## config.mk

```make
export PLATFORM = sky130hd
export DESIGN_NAME = reg_fifo
export DESIGN_NICKNAME = d
export VERILOG_FILES = /design/src/rtl/reg_fifo.sv
export SDC_FILE = /design/constraint.sdc
export NUM_CORES = 1
export LEC_CHECK = 0
export ABC_AREA = 1
export BUFFER_PORTS_ARGS = -buffer_cell sky130_fd_sc_hd__buf_4
export CAP_MARGIN = 15
export CORE_AREA = 2 2 104 106
export CTS_CLUSTER_SIZE = 28
export DETAILED_ROUTE_END_ITERATION = 6
export DIE_AREA = 0 0 106 108
export PLACE_DENSITY = 0.75
export SKIP_LAST_GASP = 1
export SYNTH_ARGS = -nofsm -noshare
export SYNTH_HDL_FRONTEND = slang
export SYNTH_SLANG_ARGS = --single-unit
```

## constraint.sdc

```tcl
create_clock -name clk -period 2.8 [get_ports clk]
set_input_delay 0.14 -clock clk [delete_from_list [all_inputs] [get_ports clk]]
set_output_delay 0.14 -clock clk [all_outputs]
set_load 0.01 [all_outputs]
```

## src/rtl/reg_fifo.sv

```systemverilog
// reg_fifo: synchronous first-word-fall-through FIFO.
// A producer pushes with wr_en/wr_data like loading an enabled register.
// A consumer pops the head word with rd_en.
// rd_data shows the head word combinationally whenever empty=0.
//
// Ports:
//   clk        sole clock, rising edge
//   rstn       synchronous active-low reset
//   wr_en      push request; wr_data is stored when accepted
//   wr_data    word to push
//   rd_en      pop request; the head word is removed when accepted
//   rd_data    head word, valid while empty=0
//   empty      no stored words
//   full       2**DEPTH_LOG2 stored words
//   count      stored word count, 0..2**DEPTH_LOG2
//   overflow   sticky: a write was rejected (cleared by reset only)
//   underflow  sticky: a read was rejected (cleared by reset only)
module reg_fifo #(
  parameter int WIDTH      = 16,
  parameter int DEPTH_LOG2 = 3
) (
  input  logic                  clk,
  input  logic                  rstn,
  input  logic                  wr_en,
  input  logic [WIDTH-1:0]      wr_data,
  input  logic                  rd_en,
  output logic [WIDTH-1:0]      rd_data,
  output logic                  empty,
  output logic                  full,
  output logic [DEPTH_LOG2:0]   count,
  output logic                  overflow,
  output logic                  underflow
);

  localparam int D = 1 << DEPTH_LOG2;
  localparam logic [DEPTH_LOG2-1:0] PTR_ONE = 1;
  localparam logic [DEPTH_LOG2:0]   CNT_ONE = 1;

  logic [WIDTH-1:0]      mem [D];
  logic [DEPTH_LOG2-1:0] wp, rp;
  logic                  wa, ra;

  // A pop in the same cycle frees the slot, so a full FIFO still takes a write.
  // A write cannot satisfy a read while empty, because the word appears only after the edge.
  assign wa = wr_en & (~full | rd_en);
  assign ra = rd_en & ~empty;

  assign empty   = (count == '0);
  // count never exceeds D, so its MSB alone marks full.
  assign full    = count[DEPTH_LOG2];
  assign rd_data = mem[rp];

  always_ff @(posedge clk) begin
    if (!rstn) begin
      wp        <= '0;
      rp        <= '0;
      count     <= '0;
      overflow  <= 1'b0;
      underflow <= 1'b0;
    end else begin
      if (wa) wp <= wp + PTR_ONE;
      if (ra) rp <= rp + PTR_ONE;
      if (wa && !ra)      count <= count + CNT_ONE;
      else if (ra && !wa) count <= count - CNT_ONE;
      if (wr_en && !wa) overflow  <= 1'b1;
      if (rd_en && !ra) underflow <= 1'b1;
    end
  end

  // Storage has no reset. Resetting the pointers already discards the stored words.
  always_ff @(posedge clk) begin
    if (rstn && wa) mem[wp] <= wr_data;
  end

endmodule
```

======== Word-level counts from Yosys, hierarchy flattened ========
Memories as Yosys holds them, arrays and structs flattened. A register that Yosys moved wholly into a read port is not among the register bits.
Index checks and enable logic that the tools add are counted.
storage, ports and cells
  output and inout bits ................... 24
  flip-flop bits (word level) ............. 12
  RAM bits ................................ 128
  memories kept ........................... 1
  word-level logic and storage cells ...... 30
  memory bits (read-only) ................. 0
  latch bits .............................. 0
  input port bits ......................... 20
memory list
  name  words  bits a word  read ports  clocked after memory_dff  write ports  RTL line  text
  mem   8      16           1           1                         1            39        logic [WIDTH-1:0] mem [D];
cells by class
  reduce and logical (&&, ||, !) cells .... 9
  $lt $le $gt $ge ......................... 0
  multipliers ............................. 0
  muxes and demuxes ....................... 6
  shift operators ......................... 0
  div/mod/pow operators ................... 0
  bitwise logic cells ..................... 5
  add/sub/neg operators ................... 4
  equal/unequal tests ..................... 0
operators by type and width
  cell                                                                count
  4-bit two-way mux                                                   2
  3-bit by 1-bit adder with 3-bit output, second input constant       2
  3-bit two-way mux                                                   2
  1-bit logical AND                                                   5
  4-bit by 1-bit adder with 4-bit output, second input constant       1
  4-bit zero test                                                     1
  4-bit by 1-bit subtractor with 4-bit output, second input constant  1
  1-bit AND                                                           2
  1-bit zero test                                                     2
  1-bit two-way mux                                                   2
  1-bit inverter                                                      2
  2-bit nonzero test                                                  1
  1-bit OR                                                            1

======== Logic depth before layout (Yosys ltp) ========
Gate-level depths: netlist (run 1).
  depth in word-level cells ............... 7
  depth in mapped cells ................... 14
  depth with buffers taken out ............ 14

======== Worst setup path before layout (run 1) ========
No wires, ideal clock.
  kind .................................... reg2reg
  start point ............................. reg count[3]
  end point ............................... mem mem[6][0] (enable)
  data arrival time ....................... 1.844 ns
  stages on the path, launching flop included .. 6
  period minus slack after synthesis ...... 2.253 ns
  buffers on the path ..................... 0
  setup slack ............................. 0.547 ns
  data required time ...................... 2.391 ns
  library setup time ...................... 0.409 ns
  path through ............................ dfxtp_1 nand2_1 nand2_2 inv_1 nand2_1 nor3_1
on the way
  cells in the longest elaborated chain, start to end .. 6
RTL lines
  element                                  RTL line  text
  start: declaration                       30        output logic [DEPTH_LOG2:0] count,
  start signal: assignment                 63        if (wa && !ra) count <= count + CNT_ONE;
  start signal: assignment                 64        else if (ra && !wa) count <= count - CNT_ONE;
  1-bit inverter                           45        assign wa = wr_en & (~full | rd_en);
  1-bit OR                                 45
  1-bit AND                                45
  named net wa                             41        logic wa, ra;
  1-bit logical AND                        72        if (rstn && wa) mem[wp] <= wr_data;
  1-bit two-way mux                        72
  1-bit two-way mux (implied by the code)  72
  end: declaration                         39
The timed path passes the listed nets, and every way through them passes these cells.

==> results_dict.tcl, run 1 <==
set metrics [dict create \
    startpoint_type "flip-flop" \
    vias_per_cell 5.23 \
    cts_buffer_depth 2 \
    mostFrequentLayoutCell "nor2_1" \
    nNetsFinal 631 \
    dp.cells 702 \
    finalCritPeriodShare_pct 89.1 \
    num_vias 3944 \
    nFillCells 720 \
    grt_max_degree 65 \
    crit_type "reg2out" \
    crit_arrival_ps 2360 \
    ioPinCount 44 \
    firstDrtPassIters 4 \
    reg2reg_slack_ps 660 \
    syn_area_per_cell_um2 11.1 \
    die_h_um 108 \
    ys_seq_area_share_pct 70.6 \
    cp.required_ps 2660 \
    antenna_left 0 \
    gp_congestion 0.862 \
    routed_wl_um 11800 \
    holdWs_ps 401 \
    postSynthNetCount 556 \
    grt_pass1_vias 4026 \
    setup_violations 0 \
    synth_seq_cells 143 \
    hold_path.class "in2reg" \
    drv_cap 0 \
    num_antenna_cells 0 \
    slew_violations 0 \
    slew_headroom_pct 52.2 \
    yosys.area.top_type "edfxtp_1" \
    design_area_mm2 0.00711 \
    synthTopCellsByArea "edfxtp_1 66%, nor2_1 9.1%, nand2_1 6.3%" \
    place_hpwl_um 6970 \
    rsz0062_at_grt "false" \
    syn-instance-count 530 \
    worstSkewPairLatency_ps 520 \
    grt_usage_pct 22.6 \
    cts.sinks 143 \
    period_needed_ps 2500 \
    end_kind "output port" \
    antenna_found_initial 0 \
    synth.distinct_cells 22 \
    rows 37 \
    synth_area_mm2 0.00587 \
    worst_pin_slew_ps 716 \
    path_clk_slew_ps 60 \
    cp_slowest_cell "dfxtp_2" \
    initial_utilization_pct 57.3 \
    cp_max_fo 41 \
    die_area_mm2 0.0114 \
    core_mm2 0.0102 \
    cts_buffers 17 \
    critPathMaxStageDelay_ps 650 \
    clock_skew_ps 5.65 \
    fmax_mhz 401 \
    fin_tns_setup_ps 0 \
    layout-drive-gt1-share_pct 15.9 \
    drt_iter0_drc 296 \
    routedWlPerCell_um 15.6 \
    htreeDepth 4 \
    status "finished clean" \
    postPlaceCellArea_mm2 0.00634 \
    p_per_area_mw_per_mm2 846 \
    cts_tree "done" \
    path_common_cell "nand2_1" \
    ir_drop_v 0.000484 \
    netlist.area_leader.share_pct 65.5 \
    final_cell_mix "142 x nor2_1, 128 x edfxtp_1, 99 x nand2_1" \
    drc_errors 0 \
    hold_viol 0 \
    layoutNonFillerInstCount 754 \
    crit_chain "buf_4 > nor2_1 > nor2_1 > o21ai_1 > nand2_1 > nand2_1 > nand2_1 > buf_4" \
    p_leak_nw 2.75 \
    place.port_buffers 43 \
    syn_to_final_growth_pct 21.2 \
    die_w_um 106 \
    grt_pass1_wl_um 19500 \
    synth_warnings 0 \
    gr-total-overflow 0 \
    clockRootBuffer "clkbuf_8" \
]
sequential cells by signal, summed over array words and instances (netlist names), named ones only:
| name | count |
|---|---|
| count | 4 |
| mem | 128 |
| overflow | 1 |
| rp | 3 |
| underflow | 1 |
| wp | 3 |
metal layers:
metal	GRT usage, %	share of wire, %
met5	0	0
met4	8.65	1.4
met3	5.30	5.3
met2	38.8	50
met1	28.2	43
power by group:
| part | internal [mW] | switching, mW |
|---|---|---|
| combinational | 0.555 | 0.833 |
| sequential | 2.42 | 0.111 |
| clock | 1.28 | 0.816 |
final cells by class:
type	instances	area, um2	area share [%]
Multi-Input combinational cell	343	1500	21.1
Inverter	19	73.8	1.04
Tap cell	136	170	2.39
Sequential cell	143	4150	58.3
Clock buffer	23	479	6.74
Clock inverter	9	85.1	1.20
Timing Repair Buffer	81	658	9.25
critical path: cells and delay by family, from the launching register on:
kind	cells	cell delay [ps]
buffers and inverters	2	620
flip-flops	1	650
AND/OR/NAND/NOR	5	460
AO/OA/AOI/OAI	1	80
cell usage after synthesis (all sizes together):
master  count
fa          1
nor3        5
ha          5
nand2     100
a21oi       8
o21a        1
nand3       8
buf        21
or2         1
nor2      142
clkbuf      4
xor2        2
inv        19
dfxtp      15
o21ai      70
edfxtp    128
kinds of logic (layout without fill, tap and decap cells):
kind of cell,after synthesis,after routing,share of synthesized area [%]
compound gates,79,79,6.78
simple gates,256,256,16.7
fa+ha+maj,6,6,1.41
buf+inv,44,132,4.14
xor+xnor,2,2,0.299
flops,143,143,70.6
worst paths after layout:
kind,to,from,depth (start not counted)
min,mem[4][7],wr_data[7],2
max reg2reg,count[3],count[3],11
min reg2reg,overflow,overflow,2
max,rd_data[4],flip-flop,8
timing repair:
item | in CTS | in global routing
hold buffers | 20 | 0
setup endpoints to repair | 0 | 3
hold endpoints to repair | 141 | 0
setup buffers | 0 | 0
gates resized for setup | 0 | 2
through the flow:
stage	total power [mW]	utilization [%]	worst slack, ps
3_5_place_dp	3.94	62.0	684
3_3_place_gp	3.90	62.0	740
2_1_floorplan	3.51	-	547
4_1_cts	6.04	69.5	170
6_report	6.02	69.5	304
5_1_grt	6.33	69.5	96.2
No activity file was read; power rests on OpenSTA's default activity.
==> inputs of run 2 (changes only) <==
Settings changed: ABC_AREA 1 to unset, CORE_AREA 2 2 104 106 to 2 2 102 104, DIE_AREA 0 0 106 108 to 0 0 104 106, PLACE_DENSITY 0.75 to 0.76.
==> run 2 against run 1 <==
Against the previous run:
- register-to-register slack worse by 230 ps
- first-iteration DRC count down 48%
- worst hold slack worse by 3.3 ps
- utilization up 0.51 points
- maximum frequency down 2.2%
- sequential cell count unchanged
- via count down 28%
- final area down 1.5%
- die area down 3.7%
- clock skew up 1.8 ps
- critical endpoint unchanged
- global-route usage down 3.0 points
- largest power group unchanged
==> results_dict.tcl, run 2 <==
set metrics [dict create \
    die_area_mm2 0.0110 \
    ys_seq_area_share_pct 73.1 \
    synth_area_mm2 0.00567 \
    drt_iter0_drc 153 \
    cp.depth 4 \
    grt_usage_pct 19.6 \
    nNetsFinal 380 \
    hold_viol 0 \
    path_common_cell "buf_4" \
    cp.required_ps 2660 \
    drc_errors 0 \
    synth_warnings 0 \
    fin_tns_setup_ps 0 \
    hold_path.class "in2reg" \
    postPlaceCellArea_mm2 0.00623 \
    ioPinCount 44 \
    die_w_um 104 \
    finalCritPeriodShare_pct 91.1 \
    p_seq_share_pct 42.5 \
    cp_max_fo 32 \
    cts_tree "done" \
    rsz0062_at_grt "false" \
    clock_skew_ps 7.44 \
    synthTopCellsByCount "128 x edfxtp_1, 28 x mux4_1, 16 x mux2_2" \
    layout-drive-gt1-share_pct 31.3 \
    place_hpwl_um 5780 \
    period_needed_ps 2550 \
    p_per_area_mw_per_mm2 841 \
    slew_violations 0 \
    clockRootBuffer "clkbuf_8" \
    holdWs_ps 398 \
    antenna_found_initial 0 \
    syn_area_per_cell_um2 21.2 \
    rows 37 \
    initial_utilization_pct 56.7 \
    yosysMostFrequentCell "edfxtp_1" \
    yosys.area.top_type "edfxtp_1" \
    end_kind "output port" \
    grt_max_degree 33 \
    design_area_mm2 0.00700 \
    status "finished clean" \
    max_flop_register "mem" \
    critPathMaxStageDelay_ps 650 \
    p_sw_share_pct 24.7 \
    largestRegisters "mem x128, count x4" \
    routedWlPerCell_um 19.8 \
    die_h_um 106 \
    final_cell_mix "128 x edfxtp_1, 58 x buf_4, 28 x mux4_1" \
    p_sw_mw 1.46 \
    vias_per_cell 5.61 \
    cts_resized 0 \
    netlist.area_leader.share_pct 67.8 \
    ys.flop_type "edfxtp_1" \
    gr-total-overflow 0 \
    ir_drop_v 0.000540 \
    firstDrtPassIters 4 \
    synth_edf_count 128 \
    gp_congestion 0.800 \
    crit_arrival_ps 2410 \
    combPwrFrac_pct 21.6 \
    worst_pin_slew_ps 549 \
    intPower_mw 4.43 \
    cts.sinks 143 \
    routed_wl_um 9940 \
    worstSkewPairLatency_ps 520 \
    crit_type "reg2out" \
    finalPower_mw 5.89 \
    antenna_left 0 \
    syn-instance-count 267 \
    cts_buffer_depth 2 \
    async_flop_share_pct 0 \
    slew_headroom_pct 63.4 \
    num_antenna_cells 0 \
    clkPwrFrac_pct 35.9 \
    crit_family "multiplexers" \
    synth.distinct_cells 33 \
    crit_chain "buf_4 > mux4_1 > mux2_2 > buf_4" \
    synthTopCellsByArea "edfxtp_1 68%, mux4_1 13%, dfxtp_1 5.3%" \
    r2r_cells 8 \
    grt_pass1_vias 2929 \
    startpoint_type "flip-flop" \
    p_leak_nw 2.44 \
    drv_cap 0 \
    grt_pass1_wl_um 15700 \
    syn_to_final_growth_pct 23.5 \
    place.port_buffers 43 \
    cts_buffers 17 \
    core_mm2 0.0100 \
    synth_seq_cells 143 \
    mostFrequentLayoutCell "edfxtp_1" \
    setup_violations 0 \
    cp_slowest_cell "mux4_1" \
    min_path_cells 2 \
    num_vias 2821 \
    fmax_mhz 392 \
    crit_buf_inv 2 \
    postSynthNetCount 293 \
    htreeDepth 4 \
    largest_reg_flops 128 \
    path_clk_slew_ps 60 \
]
run 2: cell count changes in the layout (fill, tap and decap cells not counted), sizes merged, moves of 3 or more:
| cell | change |
|---|---|
| a21oi | -6 |
| and2 | +6 |
| inv | -14 |
| mux2 | +16 |
| mux2i | +3 |
| mux4 | +32 |
| nand2 | -93 |
| nand3 | -3 |
| nor2 | -135 |
| nor2b | +3 |
| o21ai | -69 |
| xnor2 | +4 |
run 2: stage by stage:
stage	cells	util, %	setup WS [ps]
final	503	70.0	248
after detailed placement	450	62.3	495
after global placement	450	62.3	587
after floorplan	267	-	279
after CTS	503	70.0	193
after global routing	503	70.0	132
run 2: layout make-up:
cell class	count	area, um2
Sequential cell	143	4140
Fill cell	622	3000
Multi-Input combinational cell	108	1450
Timing Repair Buffer	80	666
Clock buffer	21	439
Tap cell	136	170
Clock inverter	11	119
Inverter	4	15.0
run 2: power by group through the flow:
stage          Sequential [mW]  Clock [mW]  Combinational (mW)
2_1_floorplan             2.53           0               0.880
4_1_cts                   2.50        2.14                1.29
6_report                  2.50        2.12                1.27
3_3_place_gp              2.54           0                1.23
3_5_place_dp              2.55           0                1.25
5_1_grt                   2.51        2.24                1.38
run 2: kinds of logic (layout without fill, tap and decap cells):
logic type / Yosys count / in the layout / synth area share (%)
flip-flops: 143 / 143 / 73.1
AND/OR/NAND/NOR: 37 / 37 / 3.31
adder cells (fa/ha/maj): 6 / 6 / 1.46
XOR/XNOR: 5 / 5 / 0.773
AO/OA/AOI/OAI: 9 / 9 / 1.39
multiplexers: 51 / 51 / 18.3
buffers and inverters: 16 / 116 / 1.68
run 2: path summary, 6_finish.rpt:
kind,slack [ps],endpoint,from
max reg2reg,430,count[3],count[0]
max,250,rd_data[4],flip-flop
min reg2reg,470,overflow,overflow
min,400,mem[0][1],wr_data[1]
run 2: what timing repair did:
| action | 4_1_cts | 5_1_grt |
|---|---|---|
| endpoints found under the hold margin | 143 | 0 |
| endpoints found under the setup margin | 0 | 0 |
| hold buffers | 21 | 0 |
| buffers inserted | 0 | 0 |
run 2: routing by layer:
| metal | part of all wire [%] | up-vias | GRT usage [%] |
|---|---|---|---|
| met5 | 0 | - | 0 |
| met3 | 3.3 | 13 | 4.97 |
| li1 | - | 1280 | - |
| met4 | 1.3 | 0 | 8.49 |
| met1 | 44 | 1463 | 24.4 |
| met2 | 52 | 65 | 33.1 |
